## config.mk

```make
export PLATFORM = sky130hd
export DESIGN_NAME = dp_controller
export DESIGN_NICKNAME = d
export VERILOG_FILES = /design/src/rtl/dp_ctrl_pkg.sv /design/src/rtl/instr_dec.sv /design/src/rtl/dp_controller.sv
export SDC_FILE = /design/constraint.sdc
export NUM_CORES = 1
export LEC_CHECK = 0
export ABC_AREA = 1
export CORE_ASPECT_RATIO = 1.75
export CORE_UTILIZATION = 42
export CTS_CLUSTER_SIZE = 24
export DETAILED_ROUTE_END_ITERATION = 8
export GPL_TIMING_DRIVEN = 0
export PLACE_DENSITY = 0.85
export SYNTH_ARGS = -nofsm -noshare
export SYNTH_HDL_FRONTEND = slang
export SYNTH_SLANG_ARGS = --single-unit
```

## constraint.sdc

```tcl
create_clock -name clk -period 4.2 [get_ports clk]
set_input_delay 0.84 -clock clk [delete_from_list [all_inputs] [get_ports clk]]
set_output_delay 0.84 -clock clk [all_outputs]
set_load 0.1 [all_outputs]
```

## src/rtl/dp_ctrl_pkg.sv

```systemverilog
// Shared encodings for the datapath controller: FSM states, opcode and op constants.
package dp_ctrl_pkg;

  localparam int unsigned INSTR_W = 16;
  localparam int unsigned REG_W   = 3;
  localparam int unsigned IMM_W   = 8;

  typedef enum logic [2:0] {
    WAIT      = 3'd0,
    DECODE    = 3'd1,
    WRITE_IMM = 3'd2,
    GET_A     = 3'd3,
    GET_B     = 3'd4,
    EXEC      = 3'd5,
    WRITE_REG = 3'd6
  } state_e;

  localparam logic [2:0] OPC_MOV = 3'b110;
  localparam logic [2:0] OPC_ALU = 3'b101;

  localparam logic [1:0] OP_MOV_IMM = 2'b10;
  localparam logic [1:0] OP_MOV_REG = 2'b00;
  localparam logic [1:0] OP_ADD     = 2'b00;
  localparam logic [1:0] OP_CMP     = 2'b01;
  localparam logic [1:0] OP_AND     = 2'b10;
  localparam logic [1:0] OP_MVN     = 2'b11;

  // ALU ops that write a result back to Rd (everything except CMP)
  function automatic logic alu_writes_rd(input logic [1:0] op);
    return (op == OP_ADD) || (op == OP_AND) || (op == OP_MVN);
  endfunction

endpackage

```

## src/rtl/instr_dec.sv

```systemverilog
// Combinational instruction decoder: splits IR into fields and classifies the instruction.
module instr_dec
  import dp_ctrl_pkg::*;
(
  input  logic [INSTR_W-1:0] ir,
  output logic [1:0]         op,
  output logic [REG_W-1:0]   rn,
  output logic [REG_W-1:0]   rd,
  output logic [1:0]         sh,
  output logic [REG_W-1:0]   rm,
  output logic [INSTR_W-1:0] imm16,
  output logic               is_mov_imm,
  output logic               is_mov_reg,
  output logic               is_alu,
  output logic               is_cmp,
  output logic               is_alu_wr
);

  logic [2:0]       opcode;
  logic [IMM_W-1:0] imm8;

  // Field extraction, imm8 sign extension and instruction class flags
  always_comb begin
    opcode     = ir[15:13];
    op         = ir[12:11];
    rn         = ir[10:8];
    rd         = ir[7:5];
    sh         = ir[4:3];
    rm         = ir[2:0];
    imm8       = ir[7:0];
    imm16      = {{(INSTR_W-IMM_W){imm8[IMM_W-1]}}, imm8};
    is_mov_imm = (opcode == OPC_MOV) && (op == OP_MOV_IMM);
    is_mov_reg = (opcode == OPC_MOV) && (op == OP_MOV_REG);
    is_alu     = (opcode == OPC_ALU);
    is_cmp     = is_alu && (op == OP_CMP);
    is_alu_wr  = is_alu && alu_writes_rd(op);
  end

endmodule

```

## src/rtl/dp_controller.sv

```systemverilog
// Datapath controller: instruction register plus a Moore FSM sequencing register-file and ALU strobes.
module dp_controller
  import dp_ctrl_pkg::*;
(
  input  logic               clk,
  input  logic               reset,
  input  logic               s,
  input  logic               load,
  input  logic [INSTR_W-1:0] in,
  output logic               w,
  output logic [REG_W-1:0]   readnum,
  output logic [REG_W-1:0]   writenum,
  output logic               write,
  output logic               loada,
  output logic               loadb,
  output logic               loadc,
  output logic               loads,
  output logic               asel,
  output logic               bsel,
  output logic               vsel,
  output logic [1:0]         shift,
  output logic [1:0]         ALUop,
  output logic [INSTR_W-1:0] datapath_in
);

  state_e             state_q, state_d;
  logic [INSTR_W-1:0] ir_q, ir_d;

  logic [1:0]         op;
  logic [REG_W-1:0]   rn, rd, rm;
  logic [1:0]         sh;
  logic [INSTR_W-1:0] imm16;
  logic               is_mov_imm, is_mov_reg, is_alu, is_cmp, is_alu_wr;

  instr_dec u_instr_dec (
    .ir         (ir_q),
    .op         (op),
    .rn         (rn),
    .rd         (rd),
    .sh         (sh),
    .rm         (rm),
    .imm16      (imm16),
    .is_mov_imm (is_mov_imm),
    .is_mov_reg (is_mov_reg),
    .is_alu     (is_alu),
    .is_cmp     (is_cmp),
    .is_alu_wr  (is_alu_wr)
  );

  // State and instruction register; reset aborts any instruction in flight
  always_ff @(posedge clk or posedge reset) begin
    if (reset) begin
      state_q <= WAIT;
      ir_q    <= '0;
    end else begin
      state_q <= state_d;
      ir_q    <= ir_d;
    end
  end

  // IR capture is unconditional on load; software only loads while idle
  always_comb begin
    ir_d = ir_q;
    if (load) ir_d = in;
  end

  // Next-state sequencing
  always_comb begin
    state_d = state_q;
    unique case (state_q)
      WAIT:      if (s) state_d = DECODE;
      DECODE: begin
        if (is_mov_imm)      state_d = WRITE_IMM;
        else if (is_mov_reg) state_d = GET_B;
        else if (is_alu)     state_d = GET_A;
        else                 state_d = WAIT;
      end
      WRITE_IMM: state_d = WAIT;
      GET_A:     state_d = GET_B;
      GET_B:     state_d = EXEC;
      EXEC:      state_d = (is_cmp) ? WAIT : WRITE_REG;
      WRITE_REG: state_d = WAIT;
      default:   state_d = WAIT;
    endcase
  end

  // Moore control decode from registered state and IR; undriven strobes stay low
  always_comb begin
    w           = 1'b0;
    readnum     = '0;
    writenum    = '0;
    write       = 1'b0;
    loada       = 1'b0;
    loadb       = 1'b0;
    loadc       = 1'b0;
    loads       = 1'b0;
    asel        = 1'b0;
    bsel        = 1'b0;
    vsel        = 1'b0;
    shift       = '0;
    ALUop       = '0;
    datapath_in = '0;
    unique case (state_q)
      WAIT: w = 1'b1;
      WRITE_IMM: begin
        writenum    = rn;
        write       = 1'b1;
        vsel        = 1'b1;
        datapath_in = imm16;
      end
      GET_A: begin
        readnum = rn;
        loada   = 1'b1;
      end
      GET_B: begin
        readnum = rm;
        loadb   = 1'b1;
      end
      EXEC: begin
        shift = sh;
        bsel  = 1'b0;
        if (is_mov_reg) begin
          asel  = 1'b1;
          ALUop = OP_MOV_REG;
        end else begin
          asel  = 1'b0;
          ALUop = op;
        end
        loads = is_cmp;
        loadc = is_alu_wr || is_mov_reg;
      end
      WRITE_REG: begin
        writenum = rd;
        write    = 1'b1;
        vsel     = 1'b0;
      end
      default: ;
    endcase
  end

endmodule

```

==> key figures <==
Outcome
  – Outcome: complete, no violations

Critical path
  – R2R setup slack: 3.13 ns
  – CP delay by family, top: buffers and inverters
  – Setup crit end kind: output pin
  – Reg2reg path depth: 5
  – Max FO, Critical Path: 10
  – Crit path arrival time: 2.68 ns
  – Critical path's slowest cell: clkdlybuf4s50_1
  – Setup Crit Path Kind: flip-flop to output pin
  – Levels on crit path: 7
  – Crit path largest cell delay: 1.12 ns
  – R2R Path Start: state_q[2]$_DFFE_PP0P_
  – Crit path required time: 3.36 ns
  – FF-to-FF End: state_q[2]$_DFFE_PP0P_
  – Crit-path cells: inv_1, nor2_2, nand2_2, buf_6, nor2_2, buf_4, clkdlybuf4s50_1
  – CP Launch Type: flip-flop
  – Most frequent CP cell: nor2_2
  – Worst path bufs/invs: 4

Global routing
  – Met2 global-route usage: 0.457
  – Global-route wire length before repair: 4650 microns
  – Gr ovfl total: 0
  – Vias in the first global route: 1103
  – Most Crowded Layer GR: met2
  – Largest net degree at the start of global routing: 20
  – Met1 Use GR: 0.255
  – Initial antenna violation count: 0
  – GRT Total Usage: 0.253
  – Routing usage on met3: 0.0422

Logic synthesis
  – Synthesis-stage register bit count: 19
  – Syn nets: 159
  – Post-synthesis cell area: 0.00105 sq mm
  – Netlist cell types: 21
  – Syn Inst Count: 139
  – Synth Area per Inst: 7.57 sq um
  – Sequential share of the synthesized area: 0.452
  – Ys Warns: 0

Clock tree
  – Setup fix buffers added after clock tree synthesis: 0
  – TritonCTS clock tree: done
  – Max clock buf depth: 2
  – Skew-Pair Late Insertion Delay: 0.26 ns
  – # H-tree levels: 1
  – Clk root buf: clkbuf_8
  – # clock sinks: 19
  – Total CTS buffers: 3
  – Post-cts sizing count: 0
  – Clock-pin slew on the worst setup and hold paths: 0.07 ns
  – CTS Hold Buffers Added: 0

Place
  – Hpwl dp: 2240 microns
  – Routability cong.: 0.939
  – IO Port Bufs: 52
  – Placed cells: 216

Pwr
  – Seq pwr share: 0.230
  – Sw Pwr: 578 uW
  – Maximum VDD drop: 0.367 mV
  – Clock share of power: 0.127
  – Leakage: 0.773 nW
  – Combinational Power Share: 0.643
  – Internal Pwr Total: 427 uW
  – PwrDens: 609 mW/mm^2
  – Switching share of total power: 0.575

Routing
  – DRC viols: 0
  – Drt total wl: 2810 microns
  – Via-to-Cell Ratio: 4.92
  – Vias: 1083
  – Drt first pass iters: 4
  – Routed Antenna Nets: 0
  – Drt wl/cell: 12.8 microns
  – DRT iter0 DRCs: 30

Timing
  – Worst Tran Pin Value: 0.980 ns
  – Final critical-path share of the clock period: 0.839
  – Fin. Hold Viols: 0
  – Final setup fails: 0
  – Final TNS setup: 0 ns
  – Final Skew: 0.000792 ns
  – Final min period: 3.52 ns
  – Slew headroom: 0.345
  – RSZ-0062 raised after global routing: false
  – Max Freq: 284 MHz
  – Final Max Slew Viols: 0

Floorplan
  – I/O pin cnt: 55
  – Starting Density: 0.451
  – Die area: 0.00272 sq mm
  – Chip width: 39.8 microns
  – Std-Cell Core Area: 0.00233 sq mm
  – Die H: 68.2 microns
  – Num rows: 23

Min path
  – Hold/Removal Path Class: flip-flop to flip-flop
  – Cells on Worst Hold Path: 2
  – Hold path endpoint: ir_q[3]$_DFFE_PP0P_
  – Hold path startpoint: ir_q[3]$_DFFE_PP0P_

Layout
  – Ratio of cells with drive above 1 in the final layout: 0.123
  – Final instance count without filler cells: 220
  – Area delta synth->final: 57.0%
  – Antenna cells: 0
  – Final #Nets: 216

Run
  – Max Cap Violations: 0
[per-stage QoR]
| stage | total power [mW] | utilization | cell area, sq um | hold WS (ns) | setup slack, ns |
|---|---|---|---|---|---|
| final | 1.01 | 0.709 | 1650 | 0.554 | 0.676 |
| after global routing | 1.06 | 0.709 | 1650 | 0.598 | 0.522 |
| after CTS | 1.01 | 0.709 | 1650 | 0.553 | 0.654 |
| after detailed placement | 0.880 | 0.689 | 1610 | 0.536 | 0.940 |
| after global placement | 0.868 | 0.689 | 1610 | 0.517 | 1.01 |
| after floorplan | 0.737 | - | 1050 | 0.502 | 0.401 |
[synthesized netlist by cell type]
library cell | instances | area [sq um]
dfrtp_1 | 19 | 475
buf_4 | 9 | 67.6
nand2_2 | 1 | 6.26
nor2_1 | 21 | 78.8
a21oi_1 | 2 | 10.0
o21ai_1 | 1 | 5.00
nor3_2 | 1 | 10.0
inv_2 | 1 | 3.75
mux2_2 | 2 | 22.5
o22ai_2 | 1 | 12.5
buf_2 | 1 | 5.00
o21ai_0 | 14 | 70.1
nand3b_1 | 1 | 7.51
conb_1 | 1 | 3.75
nand2_1 | 25 | 93.8
nand3_1 | 5 | 25.0
o22ai_1 | 5 | 31.3
inv_1 | 23 | 86.3
buf_6 | 1 | 11.3
nor2_2 | 3 | 18.8
clkbuf_1 | 2 | 7.51
[layer usage]
layer | routed length, microns | part of all wire
met5 | 0 | 0
met4 | 59 | 0.021
met3 | 157 | 0.056
met2 | 1590 | 0.57
met1 | 1000 | 0.36
[cell families (layout without fill, tap and decap cells)]
group / Yosys count / in the layout / share of synthesized area
AO/OA/AOI/OAI: 23 / 23 / 0.122
buffers and inverters: 37 / 93 / 0.172
flip-flops: 19 / 19 / 0.452
multiplexers: 2 / 2 / 0.0214
other: 1 / 1 / 0.00356
AND/OR/NAND/NOR: 57 / 57 / 0.228
[worst max-delay path by stage]
stage                            from         endpoint  slack, ns
2_1_floorplan  state_q[0]$_DFFE_PP0P_  datapath_in[10]       0.40
3_3_place_gp   state_q[0]$_DFFE_PP0P_   datapath_in[8]       1.01
3_5_place_dp   state_q[1]$_DFFE_PP0P_   datapath_in[8]       0.94
4_1_cts        state_q[1]$_DFFE_PP0P_   datapath_in[8]       0.65
5_1_grt        state_q[1]$_DFFE_PP0P_   datapath_in[8]       0.52
6_report       state_q[1]$_DFFE_PP0P_   datapath_in[8]       0.68
[cell type report]
class	count	area, sq um
well taps	25	31.3
repair buffers	52	520
clock buffers	4	45.0
plain buffers	13	91.3
fillers	187	679
flip-flops and latches	19	475
inverters	24	90.1
multi-input cells	83	398
[placed cells by master, fill, tap and decap left out]
master            n
clkdlybuf4s50_1  52
nand2_1          25
o21ai_1           1
inv_1            23
a21oi_1           2
o22ai_2           1
buf_6             1
nor2_2            4
nor3_2            1
o21ai_0          14
nand3_1           5
o22ai_1           5
buf_4             9
inv_2             1
nor2_1           20
nand2_2           1
buf_2             1
nand3b_1          1
dfrtp_1          19
conb_1            1
clkbuf_1          3
mux2_2            2
clkbuf_8          3
[power by group through the flow]
| stage | Combinational (mW) | Sequential (mW) | Clock (mW) |
|---|---|---|---|
| floorplan | 0.508 | 0.229 | 0 |
| global placement | 0.637 | 0.232 | 0 |
| detailed placement | 0.647 | 0.234 | 0 |
| CTS | 0.648 | 0.230 | 0.132 |
| global route | 0.679 | 0.235 | 0.142 |
| finish | 0.647 | 0.231 | 0.127 |
[worst register-to-register path, cell delays in order (launching register included)]
cell and delay, ns:
dfrtp_1 0.41, inv_1 0.16, nand3_1 0.20, nand2_1 0.13
inv_1 0.05, nand3_1 0.07
[sequential cells by signal, indices dropped and copies added (netlist names)]
signal   flops
ir_q        16
state_q      3
Power figures use the tool's default switching activity.
